**src/rtl/edge_det_multi.sv**
```systemverilog
// Multi-channel synchronise + debounce edge detector with sticky W1C event flags and irq.
// The masked-edge output is called masked_edge because "edge" is a reserved word.
module edge_det_multi #(
  parameter int WIDTH       = 8,
  parameter int SYNC_STAGES = 2,
  parameter int DEB_CYCLES  = 4
) (
  input  logic             clk,
  input  logic             rst,
  input  logic [WIDTH-1:0] sig,
  input  logic [WIDTH-1:0] rise_en,
  input  logic [WIDTH-1:0] fall_en,
  input  logic [WIDTH-1:0] evt_clr,
  output logic [WIDTH-1:0] level,
  output logic [WIDTH-1:0] rise,
  output logic [WIDTH-1:0] fall,
  output logic [WIDTH-1:0] masked_edge,
  output logic [WIDTH-1:0] evt,
  output logic             irq
);
  localparam int CW = $clog2(DEB_CYCLES + 1);
  localparam logic [CW-1:0] CNT_TC = CW'(DEB_CYCLES - 1);

  logic [WIDTH-1:0] sync_q [SYNC_STAGES];
  logic [CW-1:0]    cnt_q  [WIDTH];
  logic [CW-1:0]    cnt_d  [WIDTH];
  logic [WIDTH-1:0] s;
  logic [WIDTH-1:0] commit;
  logic [WIDTH-1:0] rise_d;
  logic [WIDTH-1:0] fall_d;
  logic [WIDTH-1:0] edge_d;
  logic [WIDTH-1:0] evt_d;

  assign s = sync_q[SYNC_STAGES-1];

  always_ff @(posedge clk) begin
    if (rst) begin
      for (int j = 0; j < SYNC_STAGES; j++) sync_q[j] <= '0;
    end else begin
      sync_q[0] <= sig;
      for (int j = 1; j < SYNC_STAGES; j++) sync_q[j] <= sync_q[j-1];
    end
  end

  // Counter only advances while s disagrees with the committed level; any agreement restarts it.
  always_comb begin
    commit = '0;
    for (int i = 0; i < WIDTH; i++) begin
      cnt_d[i] = '0;
      if (s[i] != level[i]) begin
        if (cnt_q[i] == CNT_TC) commit[i] = 1'b1;
        else                    cnt_d[i]  = cnt_q[i] + 1'b1;
      end
    end
    rise_d = commit & s;
    fall_d = commit & ~s;
    edge_d = (rise_d & rise_en) | (fall_d & fall_en);
    evt_d  = edge_d | (evt & ~evt_clr);
  end

  always_ff @(posedge clk) begin
    if (rst) begin
      for (int i = 0; i < WIDTH; i++) cnt_q[i] <= '0;
      level       <= '0;
      rise        <= '0;
      fall        <= '0;
      masked_edge <= '0;
      evt         <= '0;
      irq         <= 1'b0;
    end else begin
      for (int i = 0; i < WIDTH; i++) cnt_q[i] <= cnt_d[i];
      level       <= level ^ commit;
      rise        <= rise_d;
      fall        <= fall_d;
      masked_edge <= edge_d;
      evt         <= evt_d;
      irq         <= |evt_d;
    end
  end

endmodule

```
**config.mk**
```make
export PLATFORM = sky130hd
export DESIGN_NAME = edge_det_multi
export DESIGN_NICKNAME = d
export VERILOG_FILES = /design/src/rtl/edge_det_multi.sv
export SDC_FILE = /design/constraint.sdc
export NUM_CORES = 1
export LEC_CHECK = 0
export BUFFER_PORTS_ARGS = -buffer_cell sky130_fd_sc_hd__buf_2
export CORE_ASPECT_RATIO = 0.6
export CORE_MARGIN = 3
export CORE_UTILIZATION = 45
export DETAILED_ROUTE_END_ITERATION = 16
export GPL_ROUTABILITY_DRIVEN = 1
export PLACE_DENSITY = 0.71
export SLEW_MARGIN = 40
export SYNTH_ARGS = -nofsm -noshare
export SYNTH_HDL_FRONTEND = slang
export SYNTH_SLANG_ARGS = --single-unit
```
**constraint.sdc**
```tcl
create_clock -name clk -period 1.42 [get_ports clk]
set_input_delay 0.071 -clock clk [delete_from_list [all_inputs] [get_ports clk]]
set_output_delay 0.071 -clock clk [all_outputs]
set_load 0.1 [all_outputs]
```
==> summary.txt, run 1 <==
Run status
  – Outcome: finished, violations left
  – Failing checks: setup timing

Run
  – Max Cap Viol: 0

STA
  – Hold_ws: 0.0361 ns
  – Worst Max-Slew Pin Slew: 0.497 ns
  – Final setup margin: -0.0230 ns
  – RSZ-0062 raised after global routing: yes
  – Layout Skew: 0.0104 ns
  – Fin crit share: 102%
  – Fin. max-slew vios: 0
  – Max Clk Rate: 693 MHz
  – Min cycle time layout: 1.44 ns
  – Final setup vio count: 1
  – Fin. Hold Viols: 0
  – Worst slew margin: 67.1%

GRT
  – First-pass GRT wire length: 9450 um
  – Vias in the first global route: 2095
  – Grt total ovfl: 0
  – Antenna violations before repair: 0
  – Total GRT Usage: 17.3%
  – Largest net degree at the start of global routing: 24

CTS
  – Worst-Skew Late Latency: 0.35 ns
  – CTS sink cnt: 81
  – Num CTS Buffers: 9
  – # H-tree levels: 3
  – CTS root buf: clkbuf_8
  – Worst-path clk slew: 0.08 ns
  – CTS tree: yes
  – Clk buf depth: 2

Power and ir drop
  – Clock network fraction of design power: 42.3%
  – Standby leakage power: 1.73 nW
  – Peak supply drop: 0.000638 V
  – Sequential power share: 53.8%
  – PwrDens: 1050 nW/um2
  – NetSw: 0.891 mW
  – Logic gate share of total power: 3.9%
  – Switching Share: 20.8%
  – Pint: 3.39 mW

Floorplanning
  – Die Height: 67.7 um
  – Top-level port count: 75
  – Chip width: 109 um
  – Core ar.: 5860 um2
  – Die area: 7360 um2
  – FP Rows: 21
  – Initial core utilization: 48.7%

Yosys
  – Cells after Synth: 280
  – Synthesized flop and latch total: 81
  – Ys flop type: dfxtp_1
  – Ys async rst share: 0%
  – Yosys warns: 0
  – EDFF count, synth: 0
  – Register area share after synthesis: 56.8%
  – Synth Cell Area: 2850 um2
  – Syn avg cell area: 10.2 um2
  – Cell with the most instances after synthesis: dfxtp_1
  – Synth unique cells: 26
  – Area contributors post-synth: dfxtp_1, nor2_1, ha_1
  – Most frequent cells after synthesis: dfxtp_1, nor2_1, nand2b_1
  – Syn nets: 330
  – Cell type with the highest aggregate area in the netlist: dfxtp_1
  – Fraction of post-synthesis cell area in the top cell type by area: 56.8%

Critical path
  – R2R Path Start: cnt_q[1][9]$_SDFF_PP0_
  – CP Launch Type: register
  – Reg-to-reg slack, setup: -0.02 ns
  – Crit-path max FO: 3
  – CP arrival: 1.66 ns
  – Worst R2R Path Depth: 6
  – CP Data Required Time: 1.64 ns
  – Worst setup path class: register to register
  – Critical Path End Type: register
  – RR Endpoint: irq$_SDFF_PP0_

Final layout
  – Area growth syn-to-layout: 42.5%
  – Diodes inserted: 0
  – # nets final: 441
  – Fill count: 428
  – Footprint of the multi-input gates: 1370 um2
  – Fraction of layout cells with a size suffix above 1: 42.4%
  – Storage element area: 1660 um2

Placed design
  – Place WS: -0.127 ns
  – GP Congestion: 0.754
  – Count of buffers from port buffering: 74
  – Post-DP HPWL: 4060 um

Route
  – Vias/cell: 4.68
  – Antenna viol nets, final: 0
  – Residual DRC: 0
  – 1st-iter DRT viols: 57
  – First-pass iteration count of the detailed router: 4
  – Number of vias in the routed layout: 2229
  – Total wire length: 6100 um
  – Wire length per cell: 12.8 um

Hold path
  – Hold Path Class: input pin to register
  – Worst Hold Path EP: masked_edge[0]$_SDFF_PP0_
  – HP Start: rise_en[0]
  – Worst hold path depth: 3
-- flip-flops by register name, indices dropped and copies added (netlist names), named ones only --
signal       flops
cnt_q           24
sync_q          16
evt              8
fall             8
masked_edge      8
rise             8
irq              1
-- cell families after synthesis --
group / Yosys count / share of synthesized area, %
flip-flops: 81 / 56.8
AND/OR/NAND/NOR: 123 / 22.0
adder cells (fa/ha/maj): 16 / 7.01
AO/OA/AOI/OAI: 28 / 8.11
multiplexers: 8 / 2.81
buffers and inverters: 24 / 3.24
-- per-stage QoR --
step	std cells	setup TNS [ns]	utilization, %	total power, mW	cell area (um2)
2_1_floorplan	280	0	-	2.42	2910
3_3_place_gp	443	-0.0871	59.3	2.49	3480
3_5_place_dp	443	-0.127	59.3	2.50	3480
4_1_cts	473	-0.0445	67.0	4.31	3930
5_1_grt	476	-0.0943	69.4	4.44	4070
6_report	476	-0.0230	69.4	4.28	4070
-- worst max-delay path: stages, from the launching register on --
cell and delay (ns):
dfxtp_2 0.34, ha_4 0.16, ha_4 0.18, nand2_4 0.07, o221ai_4 0.11, nor4_4 0.33
a41oi_2 0.13
-- how the worst max path moves through the flow --
stage,to,cells past startpoint,from
after CTS,irq$_SDFF_PP0_,6,cnt_q[1][9]$_SDFF_PP0_
after global placement,irq$_SDFF_PP0_,6,cnt_q[0][9]$_SDFF_PP0_
after global routing,irq$_SDFF_PP0_,6,cnt_q[1][10]$_SDFF_PP0_
after detailed placement,irq$_SDFF_PP0_,6,cnt_q[1][9]$_SDFF_PP0_
final,irq$_SDFF_PP0_,6,cnt_q[1][9]$_SDFF_PP0_
after floorplan,irq$_SDFF_PP0_,4,register
-- power by group through the flow --
stage          Sequential, mW  Combinational (mW)  Clock (mW)
6_report                 2.30               0.166        1.81
4_1_cts                  2.30               0.163        1.85
3_3_place_gp             2.35               0.140           0
2_1_floorplan            2.35              0.0697           0
5_1_grt                  2.31               0.183        1.96
3_5_place_dp             2.35               0.141           0
-- cell type report --
cell class                      count  area share (%)
Sequential cell                    81            40.8
Multi-Input combinational cell    175            33.7
Clock buffer                       12            4.34
Inverter                           18            1.66
Timing Repair Buffer              106            15.8
Tap cell                           80            2.46
Clock inverter                      4            1.17
-- layout by cell type (no fill, tap or decap), types with 9 or more instances in the layout --
cell,instances
buf_2,74
dfxtp_1,60
nor2_1,55
nand2b_1,24
buf_4,23
nor2b_1,19
inv_1,18
dfxtp_2,16
clkbuf_8,11
ha_4,9
-- what timing repair did --
item                       CTS  global route
gates resized for setup     20            23
setup endpoints to repair    1             9
setup buffers                6             3
pin swaps                    9             8
hold buffers                 8             0
hold endpoints to repair     8             0
-- routing by layer --
layer	GRT usage (%)	vias up	wire [um]
met4	6.77	0	69
met1	21.0	1022	2910
met2	26.9	61	2740
met3	7.83	7	386
met5	0	-	0
li1	-	1139	-
Power figures use the tool's default switching activity.
==> run 2, diff against run 1 <==
--- a/config.mk
+++ b/config.mk
@@ -12,6 +12,7 @@
 export DETAILED_ROUTE_END_ITERATION = 16
 export GPL_ROUTABILITY_DRIVEN = 1
 export PLACE_DENSITY = 0.71
+export SETUP_SLACK_MARGIN = 0.1
 export SLEW_MARGIN = 40
 export SYNTH_ARGS = -nofsm -noshare
 export SYNTH_HDL_FRONTEND = slang
==> run 2 against run 1 <==
  * The run still ends with setup timing left
  * Sequential cell count stayed put
  * Wire length is 8.8% lower
  * Hold slack better by 0.0044 ns
  * First-iteration DRC count is 40% lower
  * Largest cell class unchanged
  * Critical path type unchanged
  * Sequential power hardly changed
  * Setup slack worse by 0.011 ns
==> summary.txt, run 2 (synthesis gave the netlist of run 1 again) <==
Run status
  – Outcome: finished, violations left (unchanged)
  – Failing checks: setup timing (unchanged)

Final layout
  – Most flops, register: cnt_q (unchanged)
  – Max reg flops: 24 (unchanged)
  – Area growth syn-to-layout: 38.1% (was 42.5%)
  – Final Cell Area: 3940 um2 (was 4070 um2)
  – Diodes inserted: 0 (unchanged)
  – Most frequent cells in the layout: buf_2, dfxtp_1, nor2_1, nand2b_1, nor2b_1 (was buf_2, dfxtp_1, nor2_1, nand2b_1, buf_4)
  – Biggest regs: cnt_q x24, sync_q x16 (unchanged)
  – Commonest non-fill, non-tap cell in the layout: buf_2 (unchanged)
  – # nets final: 429 (was 441)
  – Post-Route Utilization: 67.3% (was 69.4%)
  – Fraction of layout cells with a size suffix above 1: 41.9% (was 42.4%)

CTS
  – Clk buf depth: 2 (unchanged)
  – Num CTS Buffers: 9 (unchanged)
  – CTS sink cnt: 81 (unchanged)
  – Worst-Skew Late Latency: 0.34 ns (was 0.35 ns)
  – Worst-path clk slew: 0.07 ns (was 0.08 ns)
  – # H-tree levels: 3 (unchanged)
  – CTS root buf: clkbuf_8 (unchanged)
  – CTS tree: yes (unchanged)

Placed design
  – Count of buffers from port buffering: 74 (unchanged)
  – GP Congestion: 0.731 (was 0.754)
  – Place WS: -0.0968 ns (was -0.127 ns)
  – Post-DP HPWL: 3910 um (was 4060 um)
  – Cell Area, Placed: 3490 um2 (was 3480 um2)

Critical path
  – CP arrival: 1.67 ns (was 1.66 ns)
  – CP Launch Type: register (unchanged)
  – CP cell instances: ha_2, ha_4, nand2_2, o221ai_2, nor4_4, a41oi_2 (was ha_4, ha_4, nand2_4, o221ai_4, nor4_4, a41oi_2)
  – Critical Path End Type: register (unchanged)
  – Worst R2R Path Depth: 6 (unchanged)
  – CP Data Required Time: 1.64 ns (about the same)
  – Crit-path max FO: 5 (was 3)
  – Worst setup path class: register to register (unchanged)
  – Crit-path max cell delay: 0.32 ns (was 0.34 ns)
  – Max stage delay cell, worst path: dfxtp_2 (unchanged)

STA
  – Hold_ws: 0.0406 ns (was 0.0361 ns)
  – Max Clk Rate: 688 MHz (was 693 MHz)
  – Final setup margin: -0.0344 ns (was -0.0230 ns)
  – Fin. Hold Viols: 0 (unchanged)
  – Fin crit share: 102% (about the same)
  – Final setup vio count: 1 (unchanged)
  – Worst slew margin: 67.2% (was 67.1%)
  – Worst Max-Slew Pin Slew: 0.495 ns (was 0.497 ns)
  – RSZ-0062 raised after global routing: yes (unchanged)
  – Fin. max-slew vios: 0 (unchanged)
  – Layout Skew: 0.00541 ns (was 0.0104 ns)
  – Min cycle time layout: 1.45 ns (was 1.44 ns)

Route
  – Residual DRC: 0 (unchanged)
  – Vias/cell: 4.53 (was 4.68)
  – First-pass iteration count of the detailed router: 4 (unchanged)
  – 1st-iter DRT viols: 34 (was 57)
  – Wire length per cell: 12.0 um (was 12.8 um)
  – Number of vias in the routed layout: 2103 (was 2229)
  – Antenna viol nets, final: 0 (unchanged)
  – Total wire length: 5570 um (was 6100 um)

GRT
  – Met1 Use GR: 20.0% (was 21.0%)
  – First-pass GRT wire length: 8670 um (was 9450 um)
  – Busiest metal layer after global routing: met2 (unchanged)
  – Antenna violations before repair: 0 (unchanged)
  – Total GRT Usage: 15.6% (was 17.3%)
  – Met2 usage: 23.5% (was 26.9%)
  – Met3 GRT Util: 6.40% (was 7.83%)
  – Vias in the first global route: 1917 (was 2095)
  – Largest net degree at the start of global routing: 58 (was 24)
  – Grt total ovfl: 0 (unchanged)

Floorplanning
  – FP Rows: 21 (unchanged)
  – Chip width: 109 um (unchanged)
  – Top-level port count: 75 (unchanged)
  – Initial core utilization: 48.7% (unchanged)
  – Die Height: 67.7 um (unchanged)
  – Core ar.: 5860 um2 (unchanged)
  – Die area: 7360 um2 (unchanged)

Run
  – Max Cap Viol: 0 (unchanged)

Power and ir drop
  – Peak supply drop: 0.000687 V (was 0.000638 V)
  – PwrDens: 972 nW/um2 (was 1050 nW/um2)
  – Standby leakage power: 1.62 nW (was 1.73 nW)

Hold path
  – Hold Path Class: input pin to register (unchanged)
  – Worst hold path depth: 3 (unchanged)
==> run 2: final timing paths <==
| check | startpoint | slack (ns) | to |
|---|---|---|---|
| setup / recovery | cnt_q[1][0]$_SDFF_PP0_ | -0.03 | irq$_SDFF_PP0_ |
| hold / removal | rise_en[0] | 0.04 | masked_edge[0]$_SDFF_PP0_ |
| setup reg to reg | cnt_q[1][0]$_SDFF_PP0_ | -0.03 | irq$_SDFF_PP0_ |
| hold reg to reg | cnt_q[1][0]$_SDFF_PP0_ | 0.40 | cnt_q[1][0]$_SDFF_PP0_ |
==> run 2: cell type report <==
cell class,count,area (um2)
Fill cell,440,1920
Clock inverter,3,16.3
Tap cell,80,100
Timing Repair Buffer,94,553
Inverter,18,67.6
Multi-Input combinational cell,175,1400
Sequential cell,81,1670
Clock buffer,13,139
==> run 2: through the flow <==
stage	setup TNS [ns]	std cells	total power [mW]
floorplan	0	280	2.42
global placement	-0.0257	437	2.48
detailed placement	-0.0968	437	2.48
CTS	-0.0269	464	3.87
global route	-0.0995	464	3.99
finish	-0.0344	464	3.83
==> run 2: metal layers <==
metal	part of all wire (%)	routed length [um]
met5	0	0
met4	1.5	81
met3	6.0	336
met2	44	2430
met1	49	2720
==> run 2: where the power goes <==
group          total [mW]  internal, mW  switching [mW]
Clock                1.38         0.633           0.742
Combinational       0.156        0.0873          0.0684
Sequential           2.30          2.28          0.0148
==> run 2: worst max-delay path: cells and delay by family (launching register included) <==
family / cells / cell delay, ns
and+or+nand+nor: 2 / 0.38
adders and majority gates: 2 / 0.37
DFF: 1 / 0.32
AOI/OAI and AO/OA: 2 / 0.27
==> run 2: timing repair <==
item,CTS,global route
resized for setup,16,22
hold buffers,8,0
setup endpoints to repair,10,20
setup buffers,3,0
pin swaps,12,13
cloned,0,0
hold endpoints to repair,8,0
==> run 3, diff against run 2 <==
--- a/config.mk
+++ b/config.mk
@@ -8,10 +8,11 @@
 export BUFFER_PORTS_ARGS = -buffer_cell sky130_fd_sc_hd__buf_2
 export CORE_ASPECT_RATIO = 0.6
 export CORE_MARGIN = 3
-export CORE_UTILIZATION = 45
+export CORE_UTILIZATION = 46
 export DETAILED_ROUTE_END_ITERATION = 16
 export GPL_ROUTABILITY_DRIVEN = 1
-export PLACE_DENSITY = 0.71
+export PLACE_DENSITY = 0.73
+export RECOVER_POWER = 25
 export SETUP_SLACK_MARGIN = 0.1
 export SLEW_MARGIN = 40
 export SYNTH_ARGS = -nofsm -noshare
==> run 3 against run 2 <==
  * Largest power group unchanged
  * Highest routed layer unchanged
  * Clock skew increased by 0.0029 ns
  * The run still ends with setup timing left
  * Clock-buffer cell count shrank 4
  * Global-route usage rose by 2.2 points
  * Maximum frequency is 0.33% lower
  * Sequential share of layout area decreased by 1.0 points
  * Largest cell class unchanged
  * First-iteration DRC count up 97%
==> summary.txt, run 3 (synthesis gave the netlist of run 1 again) <==
Placed design
  – Cell Area, Placed: 3510 um2 (was 3490 um2)
  – Place WS: -0.0844 ns (was -0.0968 ns)
  – Count of buffers from port buffering: 74 (unchanged)
  – Post-DP HPWL: 4180 um (was 3910 um)
  – GP Congestion: 0.822 (was 0.731)

Hold path
  – Hold Path Class: input pin to register (unchanged)
  – HP Start: fall_en[0] (was rise_en[0])

Power and ir drop
  – Peak supply drop: 0.000614 V (was 0.000687 V)
  – PwrDens: 959 nW/um2 (was 972 nW/um2)
  – Standby leakage power: 1.66 nW (was 1.62 nW)

Floorplanning
  – Die area: 7220 um2 (was 7360 um2)
  – Chip width: 108 um (was 109 um)
  – Initial core utilization: 49.4% (was 48.7%)
  – FP Rows: 21 (unchanged)
  – Top-level port count: 75 (unchanged)
  – Core ar.: 5780 um2 (was 5860 um2)
  – Die Height: 67.0 um (was 67.7 um)

Critical path
  – CP Launch Type: register (unchanged)
  – Start point of the critical path: cnt_q[0][3]$_SDFF_PP0_ (was cnt_q[1][0]$_SDFF_PP0_)
  – Reg-to-reg slack, setup: -0.04 ns (was -0.03 ns)
  – CP arrival: 1.65 ns (was 1.67 ns)
  – R2R Path Start: cnt_q[0][3]$_SDFF_PP0_ (was cnt_q[1][0]$_SDFF_PP0_)
  – Crit-path max FO: 3 (was 5)
  – Worst setup path class: register to register (unchanged)
  – Critical Path End Type: register (unchanged)
  – CP Data Required Time: 1.61 ns (was 1.64 ns)

STA
  – Layout Skew: 0.00835 ns (was 0.00541 ns)
  – Min cycle time layout: 1.46 ns (was 1.45 ns)
  – Final setup vio count: 1 (unchanged)
  – Fin crit share: 103% (was 102%)
  – Setup Total Neg Slack: -0.0392 ns (was -0.0344 ns)
  – Final setup margin: -0.0392 ns (was -0.0344 ns)
  – Fin. max-slew vios: 0 (unchanged)
  – Fin. Hold Viols: 0 (unchanged)
  – Hold_ws: 0.0390 ns (was 0.0406 ns)
  – Worst slew margin: 63.7% (was 67.2%)
  – Worst Max-Slew Pin Slew: 0.544 ns (was 0.495 ns)
  – Max Clk Rate: 685 MHz (was 688 MHz)
  – RSZ-0062 raised after global routing: yes (unchanged)

Final layout
  – Diodes inserted: 0 (unchanged)
  – # nets final: 436 (was 429)
  – Fraction of layout cells with a size suffix above 1: 45.3% (was 41.9%)
  – Most frequent cells in the layout: buf_2, nor2_1, dfxtp_1, nand2b_1, dfxtp_2 (was buf_2, dfxtp_1, nor2_1, nand2b_1, nor2b_1)
  – Final Cell Area: 4070 um2 (was 3940 um2)
  – Area growth syn-to-layout: 42.6% (was 38.1%)
  – Most flops, register: cnt_q (unchanged)
  – Fill count: 428 (was 440)
  – Max reg flops: 24 (unchanged)
  – Commonest non-fill, non-tap cell in the layout: buf_2 (unchanged)
  – Biggest regs: cnt_q x24, sync_q x16 (unchanged)

Route
  – Residual DRC: 0 (unchanged)
  – First-pass iteration count of the detailed router: 4 (unchanged)
  – Total wire length: 6040 um (was 5570 um)
  – Antenna viol nets, final: 0 (unchanged)
  – 1st-iter DRT viols: 67 (was 34)
  – Wire length per cell: 12.8 um (was 12.0 um)
  – Number of vias in the routed layout: 2168 (was 2103)
  – Vias/cell: 4.60 (was 4.53)

CTS
  – Num CTS Buffers: 9 (unchanged)
  – CTS root buf: clkbuf_8 (unchanged)
  – Worst-Skew Late Latency: 0.34 ns (about the same)
  – # H-tree levels: 3 (unchanged)
  – CTS tree: yes (unchanged)
  – Worst-path clk slew: 0.08 ns (was 0.07 ns)
  – CTS sink cnt: 81 (unchanged)
  – Clk buf depth: 2 (unchanged)

GRT
  – Total GRT Usage: 17.8% (was 15.6%)
  – Antenna violations before repair: 0 (unchanged)
  – Grt total ovfl: 0 (unchanged)
  – Largest net degree at the start of global routing: 32 (was 58)
  – First-pass GRT wire length: 9960 um (was 8670 um)
  – Vias in the first global route: 2198 (was 1917)

Run status
  – Outcome: finished, violations left (unchanged)
  – Failing checks: setup timing (unchanged)

Run
  – Max Cap Viol: 0 (unchanged)
run 3: changes by cell type in the layout (fill, tap and decap cells not counted), sizes merged:
| cell | delta |
|---|---|
| buf | +7 |
| clkbuf | -4 |
| clkinv | +4 |
| clkinvlp | +1 |
| inv | -1 |
run 3: cell type report:
class / count / area, um2 / share of cell area, %
multi-input combinational: 175 / 1440 / 35.4
timing repair buffer: 101 / 612 / 15.0
sequential: 81 / 1680 / 41.2
clock buffer: 9 / 124 / 3.04
tap: 80 / 100 / 2.46
inverter: 18 / 67.6 / 1.66
clock inverter: 7 / 47.5 / 1.17
run 3: path summary, 6_finish.rpt:
check / cells after the start / end
max: 6 / irq$_SDFF_PP0_
min: 3 / masked_edge[0]$_SDFF_PP0_
max reg2reg: 6 / irq$_SDFF_PP0_
min reg2reg: 1 / cnt_q[1][0]$_SDFF_PP0_
run 3: power by group:
group | total [mW] | internal (mW) | switching (mW)
combinational | 0.164 | 0.0910 | 0.0730
clock | 1.44 | 0.631 | 0.807
sequential | 2.30 | 2.28 | 0.0157
run 3: critical path, cell delays in order (launching register included):
cell and delay [ns]:
dfxtp_2 0.34, ha_4 0.16, ha_4 0.16, nand4b_1 0.12
and3_4 0.20, nor3b_4 0.21, a41oi_2 0.13
run 3: timing repair:
action / 4_1_cts / 5_1_grt
pin swaps: 14 / 9
gates resized for setup: 31 / 23
endpoints found under the hold margin: 8 / 0
hold buffers: 8 / 0
setup endpoints to repair: 15 / 18
setup buffers: 5 / 1
run 3: per-layer routing:
| metal | share of wire, % | vias to the layer above | routed length, um | global-route usage, % |
|---|---|---|---|---|
| met3 | 5.2 | 5 | 314 | 4.94 |
| met2 | 45 | 55 | 2740 | 29.5 |
| met4 | 0.71 | 0 | 43 | 5.51 |
| met1 | 49 | 979 | 2940 | 22.7 |
| met5 | 0 | - | 0 | 0 |
| li1 | - | 1129 | - | - |
run 3: through the flow:
step                cells  utilization [%]  power (mW)
CTS                   470             68.2        3.93
global placement      441             60.7        2.49
floorplan             280                -        2.42
finish                471             70.4        3.90
global route          471             70.4        4.07
detailed placement    441             60.7        2.49
